`src/rtl/alu_pkg.sv`:
```
// alu_pkg: shared opcode/state types and helpers for the sequential ALU.
// Build option: SEQ_ALU_MULDIV_EN enables the iterative mul/div unit.
package alu_pkg;

    typedef enum logic [3:0] {
        ALU_ADD  = 4'h0,
        ALU_SUB  = 4'h1,
        ALU_AND  = 4'h2,
        ALU_OR   = 4'h3,
        ALU_XOR  = 4'h4,
        ALU_SLL  = 4'h5,
        ALU_SRL  = 4'h6,
        ALU_SRA  = 4'h7,
        ALU_SLT  = 4'h8,
        ALU_SLTU = 4'h9,
        ALU_MUL  = 4'hA,
        ALU_MULH = 4'hB,
        ALU_DIV  = 4'hC,
        ALU_DIVU = 4'hD,
        ALU_REM  = 4'hE,
        ALU_REMU = 4'hF
    } alu_op_e;

    typedef enum logic [1:0] {
        IDLE = 2'd0,
        BUSY = 2'd1,
        DONE = 2'd2
    } alu_state_e;

    // Multi-cycle operations are everything from MUL upwards.
    function automatic logic is_muldiv(alu_op_e op);
        return op inside {ALU_MUL, ALU_MULH, ALU_DIV, ALU_DIVU, ALU_REM, ALU_REMU};
    endfunction

endpackage

```
`src/rtl/seq_alu_if.sv`:
```
// seq_alu_if: request/response handshake bundle between issue logic and the ALU.
// master = issue/writeback side, slave = the ALU itself.
interface seq_alu_if #(
    parameter int XLEN = 32
);
    logic            in_valid;
    logic            in_ready;
    logic [XLEN-1:0] a;
    logic [XLEN-1:0] b;
    logic [3:0]      opcode;
    logic            out_valid;
    logic            out_ready;
    logic [XLEN-1:0] result;
    logic            zero;

    modport master (
        output in_valid, a, b, opcode, out_ready,
        input  in_ready, out_valid, result, zero
    );

    modport slave (
        input  in_valid, a, b, opcode, out_ready,
        output in_ready, out_valid, result, zero
    );
endinterface

```
`src/rtl/seq_muldiv.sv`:
```
// seq_muldiv: iterative shift-add multiplier and restoring divider sharing one
// 2*XLEN accumulator. Signed operations work on magnitudes and restore the sign
// at the end. Only instantiated when SEQ_ALU_MULDIV_EN is defined.
module seq_muldiv
    import alu_pkg::*;
#(
    parameter int XLEN = 32,
    parameter int CYC  = XLEN
) (
    input  logic            clk,
    input  logic            rst_n,
    input  logic            start,
    input  alu_op_e         op,
    input  logic [XLEN-1:0] a,
    input  logic [XLEN-1:0] b,
    output logic            done,
    output logic [XLEN-1:0] res
);
    localparam int CW = $clog2(CYC + 1);

    logic              r_busy;
    logic [CW-1:0]     r_cnt;
    logic [2*XLEN-1:0] r_acc;
    logic [XLEN-1:0]   r_opnd;
    alu_op_e           r_op;
    logic              r_neg;
    logic [XLEN-1:0]   r_aOrig;
    logic              r_bZero;

    logic              w_signedOp, w_aNeg, w_bNeg, w_isMul;
    logic [XLEN-1:0]   w_aMag, w_bMag;
    logic [XLEN:0]     w_mulSum, w_divWide;
    logic [XLEN-1:0]   w_divDiff;
    logic              w_divGe;
    logic [2*XLEN-1:0] w_mulNext, w_divNext, w_prod;
    logic [XLEN-1:0]   w_quo, w_rem;

    assign w_signedOp = op inside {ALU_MULH, ALU_DIV, ALU_REM};
    assign w_aNeg     = w_signedOp && a[XLEN-1];
    assign w_bNeg     = w_signedOp && b[XLEN-1];
    assign w_aMag     = w_aNeg ? -a : a;
    assign w_bMag     = w_bNeg ? -b : b;
    assign w_isMul    = r_op inside {ALU_MUL, ALU_MULH};

    // Multiply step: add multiplicand into the high half when the low bit is set, then shift right.
    assign w_mulSum  = {1'b0, r_acc[2*XLEN-1:XLEN]} + (r_acc[0] ? {1'b0, r_opnd} : '0);
    assign w_mulNext = {w_mulSum, r_acc[XLEN-1:1]};

    // Divide step: shift left one bit and subtract the divisor when the partial remainder allows it.
    assign w_divWide = r_acc[2*XLEN-1:XLEN-1];
    assign w_divGe   = w_divWide >= {1'b0, r_opnd};
    assign w_divDiff = w_divWide[XLEN-1:0] - r_opnd;
    assign w_divNext = w_divGe ? {w_divDiff, r_acc[XLEN-2:0], 1'b1}
                               : {w_divWide[XLEN-1:0], r_acc[XLEN-2:0], 1'b0};

    // Latch magnitudes at start, then run one iteration per cycle until the counter hits zero.
    always_ff @(posedge clk or negedge rst_n) begin
        if (!rst_n) begin
            r_busy  <= 1'b0;
            r_cnt   <= '0;
            r_acc   <= '0;
            r_opnd  <= '0;
            r_op    <= ALU_ADD;
            r_neg   <= 1'b0;
            r_aOrig <= '0;
            r_bZero <= 1'b0;
        end else if (start) begin
            r_busy  <= 1'b1;
            r_cnt   <= CW'(CYC);
            r_acc   <= {{XLEN{1'b0}}, w_aMag};
            r_opnd  <= w_bMag;
            r_op    <= op;
            r_neg   <= (op == ALU_REM) ? w_aNeg : (w_aNeg ^ w_bNeg);
            r_aOrig <= a;
            r_bZero <= (b == '0);
        end else if (r_busy) begin
            if (r_cnt == '0) begin
                r_busy <= 1'b0;
            end else begin
                r_cnt <= r_cnt - CW'(1);
                r_acc <= w_isMul ? w_mulNext : w_divNext;
            end
        end
    end

    assign done   = r_busy && (r_cnt == '0);
    assign w_prod = r_neg ? -r_acc : r_acc;
    assign w_quo  = r_neg ? -r_acc[XLEN-1:0] : r_acc[XLEN-1:0];
    assign w_rem  = r_neg ? -r_acc[2*XLEN-1:XLEN] : r_acc[2*XLEN-1:XLEN];

    // Pick the final value, applying the divide-by-zero conventions.
    always_comb begin
        res = '0;
        case (r_op)
            ALU_MUL:            res = w_prod[XLEN-1:0];
            ALU_MULH:           res = w_prod[2*XLEN-1:XLEN];
            ALU_DIV, ALU_DIVU:  res = r_bZero ? '1 : w_quo;
            ALU_REM, ALU_REMU:  res = r_bZero ? r_aOrig : w_rem;
            default:            res = '0;
        endcase
    end

endmodule

```
`src/rtl/seq_alu.sv`:
```
// seq_alu: handshaked ALU with registered result and optional iterative mul/div.
// Build option: define SEQ_ALU_MULDIV_EN to execute MUL..REMU; otherwise those
// opcodes complete in one cycle with a zero result.
module seq_alu
    import alu_pkg::*;
#(
    parameter int XLEN       = 32,
    parameter int MULDIV_CYC = XLEN
) (
    input  logic     clk,
    input  logic     rst_n,
    seq_alu_if.slave bus
);
    localparam int SHW = $clog2(XLEN);

    alu_state_e      r_state, w_nextState;
    alu_op_e         w_op;
    logic            w_accept, w_isMd, w_mdDone;
    logic [XLEN-1:0] w_basicRes, w_mdRes, r_result;
    logic [SHW-1:0]  w_shamt;

    assign w_op    = alu_op_e'(bus.opcode);
    assign w_shamt = bus.b[SHW-1:0];

`ifdef SEQ_ALU_MULDIV_EN
    logic w_mdStart;
    assign w_isMd    = is_muldiv(w_op);
    assign w_mdStart = w_accept && w_isMd;

    seq_muldiv #(
        .XLEN (XLEN),
        .CYC  (MULDIV_CYC)
    ) u_muldiv (
        .clk   (clk),
        .rst_n (rst_n),
        .start (w_mdStart),
        .op    (w_op),
        .a     (bus.a),
        .b     (bus.b),
        .done  (w_mdDone),
        .res   (w_mdRes)
    );
`else
    assign w_isMd   = 1'b0;
    assign w_mdDone = 1'b0;
    assign w_mdRes  = '0;
`endif

    assign bus.in_ready  = (r_state == IDLE) || ((r_state == DONE) && bus.out_ready);
    assign w_accept      = bus.in_valid && bus.in_ready;
    assign bus.out_valid = (r_state == DONE);
    assign bus.result    = r_result;
    assign bus.zero      = (r_result == '0);

    // Single-cycle operations; anything not listed (mul/div when disabled) yields zero.
    always_comb begin
        w_basicRes = '0;
        case (w_op)
            ALU_ADD:  w_basicRes = bus.a + bus.b;
            ALU_SUB:  w_basicRes = bus.a - bus.b;
            ALU_AND:  w_basicRes = bus.a & bus.b;
            ALU_OR:   w_basicRes = bus.a | bus.b;
            ALU_XOR:  w_basicRes = bus.a ^ bus.b;
            ALU_SLL:  w_basicRes = bus.a << w_shamt;
            ALU_SRL:  w_basicRes = bus.a >> w_shamt;
            ALU_SRA:  w_basicRes = $signed(bus.a) >>> w_shamt;
            ALU_SLT:  w_basicRes = {{(XLEN-1){1'b0}}, ($signed(bus.a) < $signed(bus.b))};
            ALU_SLTU: w_basicRes = {{(XLEN-1){1'b0}}, (bus.a < bus.b)};
            default:  w_basicRes = '0;
        endcase
    end

    // Next-state decision: DONE may hand off and accept a new op in the same cycle.
    always_comb begin
        w_nextState = r_state;
        case (r_state)
            IDLE: if (w_accept) w_nextState = w_isMd ? BUSY : DONE;
            BUSY: if (w_mdDone) w_nextState = DONE;
            DONE: begin
                if (bus.out_ready) begin
                    if (w_accept) w_nextState = w_isMd ? BUSY : DONE;
                    else          w_nextState = IDLE;
                end
            end
            default: w_nextState = IDLE;
        endcase
    end

    // State register; reset aborts any operation in flight.
    always_ff @(posedge clk or negedge rst_n) begin
        if (!rst_n) r_state <= IDLE;
        else        r_state <= w_nextState;
    end

    // Result register: loaded at accept for basic ops, at completion for mul/div, else held.
    always_ff @(posedge clk or negedge rst_n) begin
        if (!rst_n) begin
            r_result <= '0;
        end else if (w_accept && !w_isMd) begin
            r_result <= w_basicRes;
        end else if ((r_state == BUSY) && w_mdDone) begin
            r_result <= w_mdRes;
        end
    end

endmodule

```
`src/flat_wrapper.sv`:
```
// flat-port wrapper written by rule: the top's interface ports become plain ports
module seq_alu_flat import alu_pkg::*;
#(
    parameter int XLEN       = 32,
    parameter int MULDIV_CYC = XLEN
)
  (clk, rst_n, bus_in_valid, bus_a, bus_b, bus_opcode, bus_out_ready, bus_in_ready, bus_out_valid, bus_result, bus_zero);
  seq_alu_if #(.XLEN(XLEN)) bus_i ();
  input  logic clk;
  input  logic rst_n;
  input wire logic [$bits(bus_i.in_valid)-1:0] bus_in_valid;
  input wire logic [$bits(bus_i.a)-1:0] bus_a;
  input wire logic [$bits(bus_i.b)-1:0] bus_b;
  input wire logic [$bits(bus_i.opcode)-1:0] bus_opcode;
  input wire logic [$bits(bus_i.out_ready)-1:0] bus_out_ready;
  output wire logic [$bits(bus_i.in_ready)-1:0] bus_in_ready;
  output wire logic [$bits(bus_i.out_valid)-1:0] bus_out_valid;
  output wire logic [$bits(bus_i.result)-1:0] bus_result;
  output wire logic [$bits(bus_i.zero)-1:0] bus_zero;
  assign bus_i.in_valid = bus_in_valid;
  assign bus_i.a = bus_a;
  assign bus_i.b = bus_b;
  assign bus_i.opcode = bus_opcode;
  assign bus_i.out_ready = bus_out_ready;
  assign bus_in_ready = bus_i.in_ready;
  assign bus_out_valid = bus_i.out_valid;
  assign bus_result = bus_i.result;
  assign bus_zero = bus_i.zero;
  seq_alu #(.XLEN(XLEN), .MULDIV_CYC(MULDIV_CYC)) u_core (.clk(clk), .rst_n(rst_n), .bus(bus_i));
endmodule
```
`config.mk`:
```
export PLATFORM = sky130hd
export DESIGN_NAME = seq_alu_flat
export DESIGN_NICKNAME = d
export VERILOG_FILES = /design/src/rtl/alu_pkg.sv /design/src/rtl/seq_alu_if.sv /design/src/rtl/seq_muldiv.sv /design/src/rtl/seq_alu.sv /design/src/flat_wrapper.sv
export SDC_FILE = /design/constraint.sdc
export NUM_CORES = 1
export LEC_CHECK = 0
export CORE_MARGIN = 5
export CORE_UTILIZATION = 30
export DETAILED_ROUTE_END_ITERATION = 7
export HOLD_SLACK_MARGIN = 0.02
export SKIP_CTS_REPAIR_TIMING = 1
export SYNTH_ARGS = -nofsm -noshare
export SYNTH_HDL_FRONTEND = slang
export SYNTH_SLANG_ARGS = --single-unit
```
`constraint.sdc`:
```
create_clock -name clk -period 5 [get_ports clk]
set_input_delay 1.5 -clock clk [delete_from_list [all_inputs] [get_ports clk]]
set_output_delay 1.5 -clock clk [all_outputs]
set_load 0.01 [all_outputs]
```
After elaboration in Yosys (flattened, before gate mapping)
Index checks and enable logic that the tools add are counted.
{ "totals": {"memories": 0, "mem_bits_ro": 0, "in_bits": 72, "wordCells": 38, "out_inout_bits": 35, "ramBits": 0, "latchBits": 0, "reg_bits": 34} }
{ "op_classes": {"n_mux": 5, "add_sub_neg": 2, "n_shift": 3, "order_cmp": 2, "n_reduce_logical": 7, "div_mod_pow": 0, "n_eq_ne": 13, "n_bitwise": 4, "n_mul": 0} }
{ "op_table": {"columns": ["cell", "count"], "rows": [
  ["$pmux 32 s10", 1],
  ["$lt 32x32->1", 2],
  ["$add 32x32->32", 1],
  ["$and 32x32->32", 1],
  ["$logic_not 32->1", 1],
  ["$or 32x32->32", 1],
  ["$shl 32x5->32", 1],
  ["$shr 32x5->32", 1],
  ["$sshr 32x5->32", 1],
  ["$sub 32x32->32", 1],
  ["$xor 32x32->32", 1],
  ["$eq 4x3->1 const B", 4],
  ["$eq 4x2->1 const B", 2],
  ["$eq 4x4->1 const B", 2],
  ["$mux 2", 3],
  ["$pmux 2 s3", 1],
  ["$eq 4x1->1 const B", 1],
  ["$logic_not 4->1", 1],
  ["$reduce_and 3->1", 1],
  ["$eq 2x1->1 const B", 1],
  ["$eq 2x2->1 const B", 1],
  ["$logic_and 1x1->1", 2],
  ["$logic_not 2->1", 1],
  ["$ne 2x1->1 const B", 1],
  ["3 further kinds", 3]
]} }

Logic depth before layout (Yosys ltp)
{ "logic_depth": {"word_depth": 7, "depth_mapped": 15, "mapped_depth_nobuf": 12} }

Worst setup path before layout
Ideal clock, no wire load.
{ "synth_path": {"kind": "input to register", "startpoint": "input bus_b[2]", "endpoint": "register u_core.r_result[28], in the netlist u_core.bus.result[28]", "arrival_time_ns": 4.499, "n_path_buf": 3, "t_required_ns": 4.874, "setup_slack_ns": 0.375, "path_stages": 14, "setup_time_ns": 0.126, "cell_sequence": "buf_4 > inv_2 > buf_2 > buf_1 > ha_1 > o21ba_1 > nor4_4 > o211ai_2 > a2111oi_4 > o211ai_2 > and2b_4 > o32ai_4 > nor4b_1 > a311o_1"} }
{ "synth_between": {"elab_chain_cells": 2, "elab_cells_between_ends": 6, "cone_classes": "add/sub (2); shift (3); mux (1)"} }
{ "synth_lines": {"columns": ["element", "line_no", "text"], "rows": [
  ["start: declaration", "flat_wrapper.sv:13", "input wire logic [$bits(bus_i.b)-1:0] bus_b;"],
  ["$sub 32x32->32, or another cell as far along", "seq_alu.sv:60", "ALU_SUB: w_basicRes = bus.a - bus.b;"],
  ["$pmux 32 s10 (*)", "seq_alu.sv:58", "case (w_op)"],
  ["end signal: assignment", "seq_alu.sv:100", "r_result <= w_basicRes;"],
  ["end signal: assignment", "seq_alu.sv:102", "r_result <= w_mdRes;"],
  ["end: declaration", "seq_alu.sv:19", "logic [XLEN-1:0] w_basicRes, w_mdRes, r_result;"]
]} }
Every way passes the cells marked *; elsewhere a longest branch is shown, timed or not.
A chain may end at the register's enable or synchronous reset.

Final worst setup path
{ "layout_path": {"startpoint": "input bus_a[0]", "endpoint": "register u_core.r_result[28], in the netlist u_core.bus.result[28]"} }
{ "layout_between": {"elab_chain_cells": 2, "elab_cells_between_ends": 6, "cone_classes": "add/sub (2); shift (3); mux (1)"} }
{ "layout_lines": {"columns": ["element", "line_no", "text"], "rows": [
  ["start: declaration", "flat_wrapper.sv:12", "input wire logic [$bits(bus_i.a)-1:0] bus_a;"],
  ["$sub 32x32->32, or another cell as far along", "seq_alu.sv:60", null],
  ["$pmux 32 s10 (*)", "seq_alu.sv:58", null]
]} }
Marked as above.

==> summary.md <==
| Metric | Value |
|---|---|
| Run status | completed |
| RR Endpoint | u_core.bus.result[24] |
| Clock Pin Slew Worst Setup and Hold Paths | 0.06 ns |
| Netlist cell types | 95 |
| Synth Instances | 1350 |
| DRT Wirelength | 49700 um |
| Synth Flop Type | dfrtp_1 |
| Commonest non-fill, non-tap cell in the layout | nor2_1 |
| Syn Nets | 1522 |
| GPL Wtd Cong | approximately 1 |
| Setup TNS | 0 ns |
| Core ar. | 33500 um2 |
| Iter 0 DRT Violations | about 1400 |
| Fmax | 213 MHz |
| WHS | just over 0.5 ns |
| Floorplan row count | 67 |
| Final Power | 2.12 mW |
| Die footprint | about 38000 um2 |
| Starting density of the core | between 30% and 40% |
| Asr flop ratio synth | 100% |
| DRC | 0 |
| RSZ-0062 raised after global routing | false |
| Placed cells | 1896 |
| Synth Area per Inst | 7.54 um2 |
| Yosys warns | 0 |
| Hold path cells | 2 |
| Worst vdd ir | 0.000124 V |
| Largest net degree at the start of global routing | 70 |
| Share of layout cells above drive strength 1 | ~15% |
| DP HPWL | 39200 um |
| TritonCTS clock tree | yes |
| Final setup viols | 0 |
| Most frequent cells in the layout | nor2_1, nand2_1, a21oi_1 |
| Mapped cell area | 10200 um2 |
| Leakage power | 5.00 nW |
| Sink Count | 33 |
| Final net count | 1627 |
| CTS root buffer | clkbuf_16 |
| Setup Crit Path Kind | in2reg |
| Final cell count without fillers | 1904 |
| Placed Area | about 12000 um2 |
| Final hold vios | 0 |
| Die span in y | roughly 190 um |
| Crit path time final | 4.70 ns |
| Pre-CTS setup slack | 0.0380 ns |
| Power Density | 174 nW/um2 |
| GRT Total Usage | 24.9% |
| Final WS setup | 0.295 ns |
| R2R Setup Slk | 2.60 ns |
| Vias in the first global route | 11300 |
| Flops & latches, synth | 33 |
| H-tree levels | 2 |
| Pins over their slew limit | 0 |
| Fin area | 12200 um2 |
| Max_slew headroom | 25.9% |
| Hold_sp | u_core.bus.result[7] |
| Register area share after synthesis | 8.12% |
| Period utilization | 94.1% |
| Via count | 11900 |
| Avg WL per Cell | 26.1 um |
| Reg2reg start | u_core.r_state[1] |
| Hold crit path type | reg2reg |
| Antenna Violating Nets Remaining | 0 |
| Max Clock Skew | 0.00461 ns |
| Inserted Clock Buffers | 5 |
| Die Wd | around 190 um |
| Via density | 6.27 |
| Initial antenna violation count | 0 |
| Largest buffer count on any clock path | 2 |
| Synthesis-to-finish area growth | 20.1% |
| R2r worst-path depth | 8 |
| Fillcell total | 3550 |
| Worst Path Required | between 5 and 6 ns |
| Max Cap Viol | 0 |
| Worst-margin pin slew | 1.11 ns |
| Startpoint types | input pin |
| First-pass GRT wire length | approximately 73000 um |
| 1st-pass router iterations | 5 |
| WHS Endpoint | u_core.bus.result[7] |
| Critical Path End Type | flop |
| Grt ovf | 0 |
| IO Count | around 110 |
| Post-layout util | a little over a third |
| Worst-path maximum fanout | 5 |
| CP arrival | 4.89 ns |
| Number of diodes | 0 |
| Clk_lat worst skew | 0.30 ns |
| Post-synth EDFFs | 0 |
| IO Port Bufs | 106 |
Yosys cell counts, drive strengths merged, types with 11 or more instances:
library cell	number	area [um2]
nor2	159	597
nand2	126	473
a21oi	121	624
ha	98	1230
o21ai	96	480
inv	95	357
buf	55	375
mux4	55	1250
clkbuf	51	191
mux2i	41	410
dfrtp	33	826
o211ai	28	225
a221oi	26	240
a31oi	22	138
a211oi	21	163
nor3	21	116
nand3	20	100
mux2	18	206
nor4	14	103
o31ai	14	105
nand4	13	81.3
a21o	12	90.1
o221ai	12	105
o2111ai	11	103
where the power goes:
part           switching (mW)  internal (mW)
clock network           0.139          0.285
registers              0.0490          0.303
logic                   0.798          0.546
final cells by class:
| class | instances | area [um2] | area share [%] |
|---|---|---|---|
| Multi-Input combinational cell | 1116 | 8450 | 69.1 |
| Timing Repair Buffer | 204 | 1840 | 15.0 |
| Inverter | 95 | 357 | 2.92 |
| Clock inverter | 3 | 65.1 | 0.533 |
| Clock buffer | 5 | 125 | 1.02 |
| Sequential cell | 33 | 826 | 6.76 |
| Tap cell | 448 | 561 | 4.59 |
cell families after synthesis:
kind of cell / share of synthesized area (%)
AOI/OAI and AO/OA: 32.1
and+or+nand+nor: 19.5
buffers and inverters: 9.08
muxes: 18.3
adders and majority gates: 12.4
DFF: 8.12
xor gates and xnor gates: 0.517
critical path, stage by stage:
cell and delay (ns):
clkdlybuf4s50_1 0.48, inv_1 0.06, ha_1 0.21, fa_1 0.40, o21ba_1 0.24, nor4_4 0.20, o211ai_2 0.20, a2111oi_4 0.48
o211ai_2 0.18, and2b_4 0.24, o32ai_4 0.27, nor4b_1 0.09, a311o_1 0.32
how the worst max path moves through the flow:
stage / from / to / slack [ns] / depth (start not counted)
2_1_floorplan: bus_b[2] / u_core.bus.result[28] / 0.37 / 14
5_1_grt: bus_a[0] / u_core.bus.result[28] / 0.10 / 13
4_1_cts: bus_a[0] / u_core.bus.result[28] / 0.32 / 13
3_3_place_gp: bus_a[0] / u_core.bus.result[26] / 0.03 / 13
3_5_place_dp: bus_a[0] / u_core.bus.result[28] / 0.04 / 13
6_report: bus_a[0] / u_core.bus.result[28] / 0.30 / 13
layer usage:
metal,vias to the layer above,global-route usage (%),wire [um]
met5,-,0,0
met4,0,11.6,2860
met3,118,5.25,4790
met2,740,38.3,21600
met1,5777,33.4,20400
li1,5301,-,-
registers in the layout (all words and copies together), names as in the netlist:
name	cells
u_core.bus.result	32
u_core.r_state	1
Power figures use the tool's default switching activity.
